`src/rtl/aes_seq_pkg.sv`:
```
// Shared types and constants for the iterative round sequencer.
package aes_seq_pkg;

   localparam int unsigned BLK_W = 128;
   localparam int unsigned CNT_W = 8;
   localparam int unsigned LAT_W = 3;

   localparam logic [BLK_W-1:0] DEFAULT_SEED = 128'hc2f45dfa_8acd3f4d_a3dcfe8a_93cefa0a;

   typedef enum logic [1:0] {
      IDLE  = 2'd0,
      ISSUE = 2'd1,
      WAIT  = 2'd2,
      DONE  = 2'd3
   } seq_state_t;

endpackage

```
`src/rtl/aes_seq_ctrl.sv`:
```
// Sequencer FSM with round and latency counters; emits load enables for the
// accumulator held in the top level.
module aes_seq_ctrl
   import aes_seq_pkg::*;
#(
   parameter int unsigned NUM_ROUNDS = 20,
   parameter int unsigned ROUND_LAT  = 1
) (
   input  logic             clk,
   input  logic             rst_n,
   input  logic             in_valid,
   input  logic             out_ready,
   output logic             in_ready,
   output logic             out_valid,
   output logic             rnd_go,
   output logic             busy,
   output logic             acc_ld_key,
   output logic             acc_ld_res,
   output logic [CNT_W-1:0] rnd_cnt
);

   seq_state_t       state, state_nx;
   logic [LAT_W-1:0] lat_cnt;
   logic             accept, capture, last_round;

   assign accept     = (state == IDLE) && in_valid;
   assign capture    = (state == WAIT) && (lat_cnt == LAT_W'(ROUND_LAT));
   assign last_round = (rnd_cnt == CNT_W'(NUM_ROUNDS - 1));

   always_ff @(posedge clk or negedge rst_n) begin
      if (!rst_n) state <= IDLE;
      else        state <= state_nx;
   end

   // rnd_cnt reaches NUM_ROUNDS in DONE and is cleared only on the next accept.
   always_ff @(posedge clk or negedge rst_n) begin
      if (!rst_n) begin
         rnd_cnt <= '0;
         lat_cnt <= '0;
      end else begin
         if (accept)       rnd_cnt <= '0;
         else if (capture) rnd_cnt <= rnd_cnt + CNT_W'(1);

         if (state == ISSUE)                  lat_cnt <= LAT_W'(1);
         else if (state == WAIT && !capture)  lat_cnt <= lat_cnt + LAT_W'(1);
      end
   end

   always_comb begin
      state_nx = state;
      unique case (state)
         IDLE:    if (in_valid) state_nx = ISSUE;
         ISSUE:   state_nx = WAIT;
         WAIT:    if (capture) state_nx = last_round ? DONE : ISSUE;
         DONE:    if (out_ready) state_nx = IDLE;
         default: state_nx = IDLE;
      endcase
   end

   always_comb begin
      in_ready   = 1'b0;
      out_valid  = 1'b0;
      rnd_go     = 1'b0;
      busy       = 1'b1;
      acc_ld_key = 1'b0;
      acc_ld_res = 1'b0;
      unique case (state)
         IDLE: begin
            in_ready   = 1'b1;
            busy       = 1'b0;
            acc_ld_key = accept;
         end
         ISSUE:   rnd_go     = 1'b1;
         WAIT:    acc_ld_res = capture;
         DONE:    out_valid  = 1'b1;
         default: busy       = 1'b0;
      endcase
   end

endmodule

```
`src/rtl/aes_round_sequencer.sv`:
```
// Iterative round sequencer: whitens the job key, loops it NUM_ROUNDS times
// through an external registered round datapath, and returns the result.
module aes_round_sequencer
   import aes_seq_pkg::*;
#(
   parameter int unsigned      NUM_ROUNDS = 20,
   parameter int unsigned      ROUND_LAT  = 1,
   parameter logic [BLK_W-1:0] SEED_CONST = DEFAULT_SEED
) (
   input  logic             clk,
   input  logic             rst_n,
   input  logic             in_valid,
   output logic             in_ready,
   input  logic [BLK_W-1:0] in_key,
   output logic             out_valid,
   input  logic             out_ready,
   output logic [BLK_W-1:0] out_data,
   output logic [BLK_W-1:0] rnd_state_o,
   output logic [BLK_W-1:0] rnd_key_o,
   output logic             rnd_go_o,
   input  logic [BLK_W-1:0] rnd_result_i,
   output logic             busy,
   output logic [CNT_W-1:0] round_idx
);

   logic [BLK_W-1:0] acc;
   logic             acc_ld_key, acc_ld_res;

   aes_seq_ctrl #(
      .NUM_ROUNDS (NUM_ROUNDS),
      .ROUND_LAT  (ROUND_LAT)
   ) u_ctrl (
      .clk        (clk),
      .rst_n      (rst_n),
      .in_valid   (in_valid),
      .out_ready  (out_ready),
      .in_ready   (in_ready),
      .out_valid  (out_valid),
      .rnd_go     (rnd_go_o),
      .busy       (busy),
      .acc_ld_key (acc_ld_key),
      .acc_ld_res (acc_ld_res),
      .rnd_cnt    (round_idx)
   );

   always_ff @(posedge clk or negedge rst_n) begin
      if (!rst_n)          acc <= '0;
      else if (acc_ld_key) acc <= in_key ^ SEED_CONST;
      else if (acc_ld_res) acc <= rnd_result_i;
   end

   // acc only changes on accept or capture, so it is stable throughout DONE.
   assign out_data    = acc;
   assign rnd_key_o   = acc;
   assign rnd_state_o = SEED_CONST;

endmodule

```
`config.mk`:
```
export PLATFORM = sky130hd
export DESIGN_NAME = aes_round_sequencer
export DESIGN_NICKNAME = d
export VERILOG_FILES = /design/src/rtl/aes_seq_pkg.sv /design/src/rtl/aes_seq_ctrl.sv /design/src/rtl/aes_round_sequencer.sv
export SDC_FILE = /design/constraint.sdc
export NUM_CORES = 1
export LEC_CHECK = 0
export ABC_CLOCK_PERIOD_IN_PS = 1610
export CAP_MARGIN = 20
export CORE_AREA = 2 2 256 258
export CTS_BUF_LIST = sky130_fd_sc_hd__clkbuf_8
export DETAILED_ROUTE_END_ITERATION = 8
export DIE_AREA = 0 0 258 260
export PLACE_DENSITY = 0.41
export SYNTH_ARGS = -nofsm -noshare
export SYNTH_HDL_FRONTEND = slang
export SYNTH_SLANG_ARGS = --single-unit
```
`constraint.sdc`:
```
create_clock -name clk -period 1.61 [get_ports clk]
set_input_delay 0.161 -clock clk [delete_from_list [all_inputs] [get_ports clk]]
set_output_delay 0.161 -clock clk [all_outputs]
set_load 0.02 [all_outputs]
```
==> run_results.csv <==
group,metric,value,unit
run_status,status,"finished with violations",
run_status,violations,"negative setup slack",
logic_synthesis,synth_top_flop_cell,"dfrtp_1",
finish,area_growth,88.7,%
sta,whs,115,ps
logic_synthesis,ys_seq_elements,141,
detailed_routing,viasPerCell,3.78,
floorplan,start_util,13.9,%
detailed_routing,drt_iter0_markers,375,
finish,final_common_cell,"clkdlybuf4s50_1",
placed_design,place.gp.congestion,0.814,
clock_tree,clock_latency,540,ps
detailed_routing,wirelength,46.6,mm
floorplan,fp-row-count,93,
detailed_routing,antenna_left,0,
logic_synthesis,avgSynthCellArea,8.51,µm²
logic_synthesis,synth-async-reset-ratio,100,%
grt,grt_antenna_before_repair,6,
logic_synthesis,ys_types,36,
clock_tree,cts-root-buf,"clkbuf_8",
finish,nFillCells,6917,
power_and_ir_drop,p_leak,6.93,nW
sta,finalCritPeriodShare,112,%
sta,clock.fmax,555,MHz
clock_tree,clock_path_buffers,2,
sta,setup-tns-final,-18950,ps
worst_setup_path,critical_path_class,"flip-flop to flip-flop",
job,maxCapViolCount,0,
detailed_routing,drc,0,
worst_setup_path,cp_max_fo,7,
power_and_ir_drop,powerDensity,2000,nW/µm²
finish,drive_above_1_share,22.4,%
finish,final_cell_mix,"clkdlybuf4s50_1 (258), dlygate4sd2_1 (231), nand2_1 (180)",
logic_synthesis,ys_seq_area_share,39.6,%
worst_setup_path,startpoint_type,"flip-flop",
placed_design,post-place-ws,-248,ps
placed_design,place_hpwl,32.1,mm
logic_synthesis,synth_warnings,0,
sta,hold_viol_final,0,
clock_tree,cts_tree,"yes",
sta,setup_viol,138,
grt,grt_pass1_wl,62.4,mm
worst_setup_path,required,2070,ps
detailed_routing,dr.pass1.iters,4,
logic_synthesis,syn_inst,1048,
sta,fin_ws,-192,ps
detailed_routing,vias,9162,
logic_synthesis,synth_edf_count,0,
sta,period_minus_slack,1800,ps
sta,rsz0062_at_grt,"true",
detailed_routing,wl_per_cell,19.2,µm
worst_setup_path,crit_arrival,2260,ps
logic_synthesis,synth_area_leaders,"dfrtp_1 (40%), buf_4 (23%), a31oi_1 (9.0%)",
clock_tree,cts.sinks,141,
logic_synthesis,synth_top_area_share,39.6,%
clock_tree,cts.htree.levels,4,
sta,clock_skew,19.5,ps
clock_tree,cts_inserted_buffers,17,
grt,grt_pass1_vias,8961,
floorplan,coreArea,64100,µm²
finish,nNetsFinal,1818,
logic_synthesis,synth_area,8910,µm²
floorplan,die_h,260,µm
placed_design,port-buffer-count,527,
power_and_ir_drop,irDropWorstVdd,0.773,mV
logic_synthesis,synth_largest_area_cell,"dfrtp_1",
worst_setup_path,cp-end-kind,"flip-flop",
grt,overflow,0,
grt,grt_max_degree,37,
clock_tree,path_clk_slew,100,ps
sta,drv_slew,0,
grt,track_usage,12.8,%
floorplan,die_w,258,µm
worst_hold_path,hp-class,"primary input to asynchronous set/reset pin",
floorplan,io_pins,656,
floorplan,die_area,67100,µm²
## cells in the mapped netlist, types with 2 or more instances
library cell / instances
buf_4: 270
nand2_1: 191
dfrtp_1: 141
nor3_1: 129
a31oi_1: 128
nand2b_1: 74
buf_2: 35
clkbuf_1: 14
buf_6: 12
inv_1: 7
o21ai_0: 5
mux2i_1: 4
a21oi_1: 3
ha_1: 3
nand4_1: 3
nor2_1: 3
nor2b_1: 3
a211oi_1: 2
conb_1: 2
nand3_1: 2
nor4bb_1: 2
## worst paths after layout
path / startpoint / end / slack (ps) / depth (start not counted)
min in group clk: in_key[122] / out_data[122] / 170 / 3
worst max register to register: u_ctrl.lat_cnt[1] / out_data[38] / -190 / 9
worst max-delay path: u_ctrl.lat_cnt[1] / out_data[38] / -190 / 9
max in group asynchronous: rst_n / out_data[79] / 880 / 3
worst min register to register: u_ctrl.rnd_cnt[7] / u_ctrl.rnd_cnt[7] / 520 / 1
worst min-delay path: rst_n / out_data[123] / 120 / 2
## metal layers
metal / wire length, µm / part of all wire [%] / vias to the layer above / GRT usage, %
li1: - / - / 4202 / -
met1: 19000 / 41 / 4513 / 15.1
met2: 23700 / 51 / 385 / 22.8
met3: 2740 / 5.9 / 56 / 3.05
met4: 1090 / 2.3 / 6 / 4.24
met5: 42 / 0.090 / - / 0
## metrics by stage
step           power [mW]  instance area [µm²]  std cells  utilization [%]
2_1_floorplan        18.5                 9390       1174                -
3_3_place_gp         27.0                14400       2318             22.4
3_5_place_dp         27.1                14400       2318             22.4
4_1_cts              31.6                15900       2409             24.7
5_1_grt              35.6                16800       2425             26.2
6_report             33.6                16800       2426             26.2
## registers in the layout (all words and copies together) (netlist names)
signal / flops
u_ctrl.lat_cnt: 3
out_data: 128
u_ctrl.state: 2
u_ctrl.rnd_cnt: 8
## where the power goes
| group | leakage, nW | switching, mW | internal, mW |
|---|---|---|---|
| clock network | 0.192 | 1.73 | 1.29 |
| registers | 1.57 | 2.03 | 5.31 |
| logic | 5.16 | 12.3 | 10.8 |
## area by class of cell
type | count | area [µm²] | share of cell area, %
clock buffer | 18 | 248 | 1.47
antenna | 3 | 7.51 | 0.0446
sequential | 141 | 3550 | 21.1
clock inverter | 14 | 133 | 0.789
timing repair buffer | 693 | 7460 | 44.3
inverter | 7 | 26.3 | 0.156
multi-input combinational | 695 | 4330 | 25.7
tap | 855 | 1070 | 6.36
## critical path, stage by stage, from the launching register on
cell	delay, ps
dfrtp_1	400
inv_2	80
ha_4	130
nor4bb_4	290
buf_4	180
buf_12	150
buf_12	120
buf_12	130
nor3_1	50
a31oi_1	150
## cells by family after synthesis
logic type | synth area share [%]
and+or+nand+nor | 22.1
muxes | 0.449
other | 0.0843
buffers and inverters | 27.1
adders and majority gates | 0.421
AOI/OAI and AO/OA | 10.2
DFF | 39.6
## timing repair
item,CTS,global route
hold buffers,1,0
hold endpoints to repair,141,0
buffers inserted,37,17
pin swaps,24,51
cloned,21,13
endpoints found under the setup margin,403,151
gates resized for setup,437,170
(Power assumes the default switching activity.)
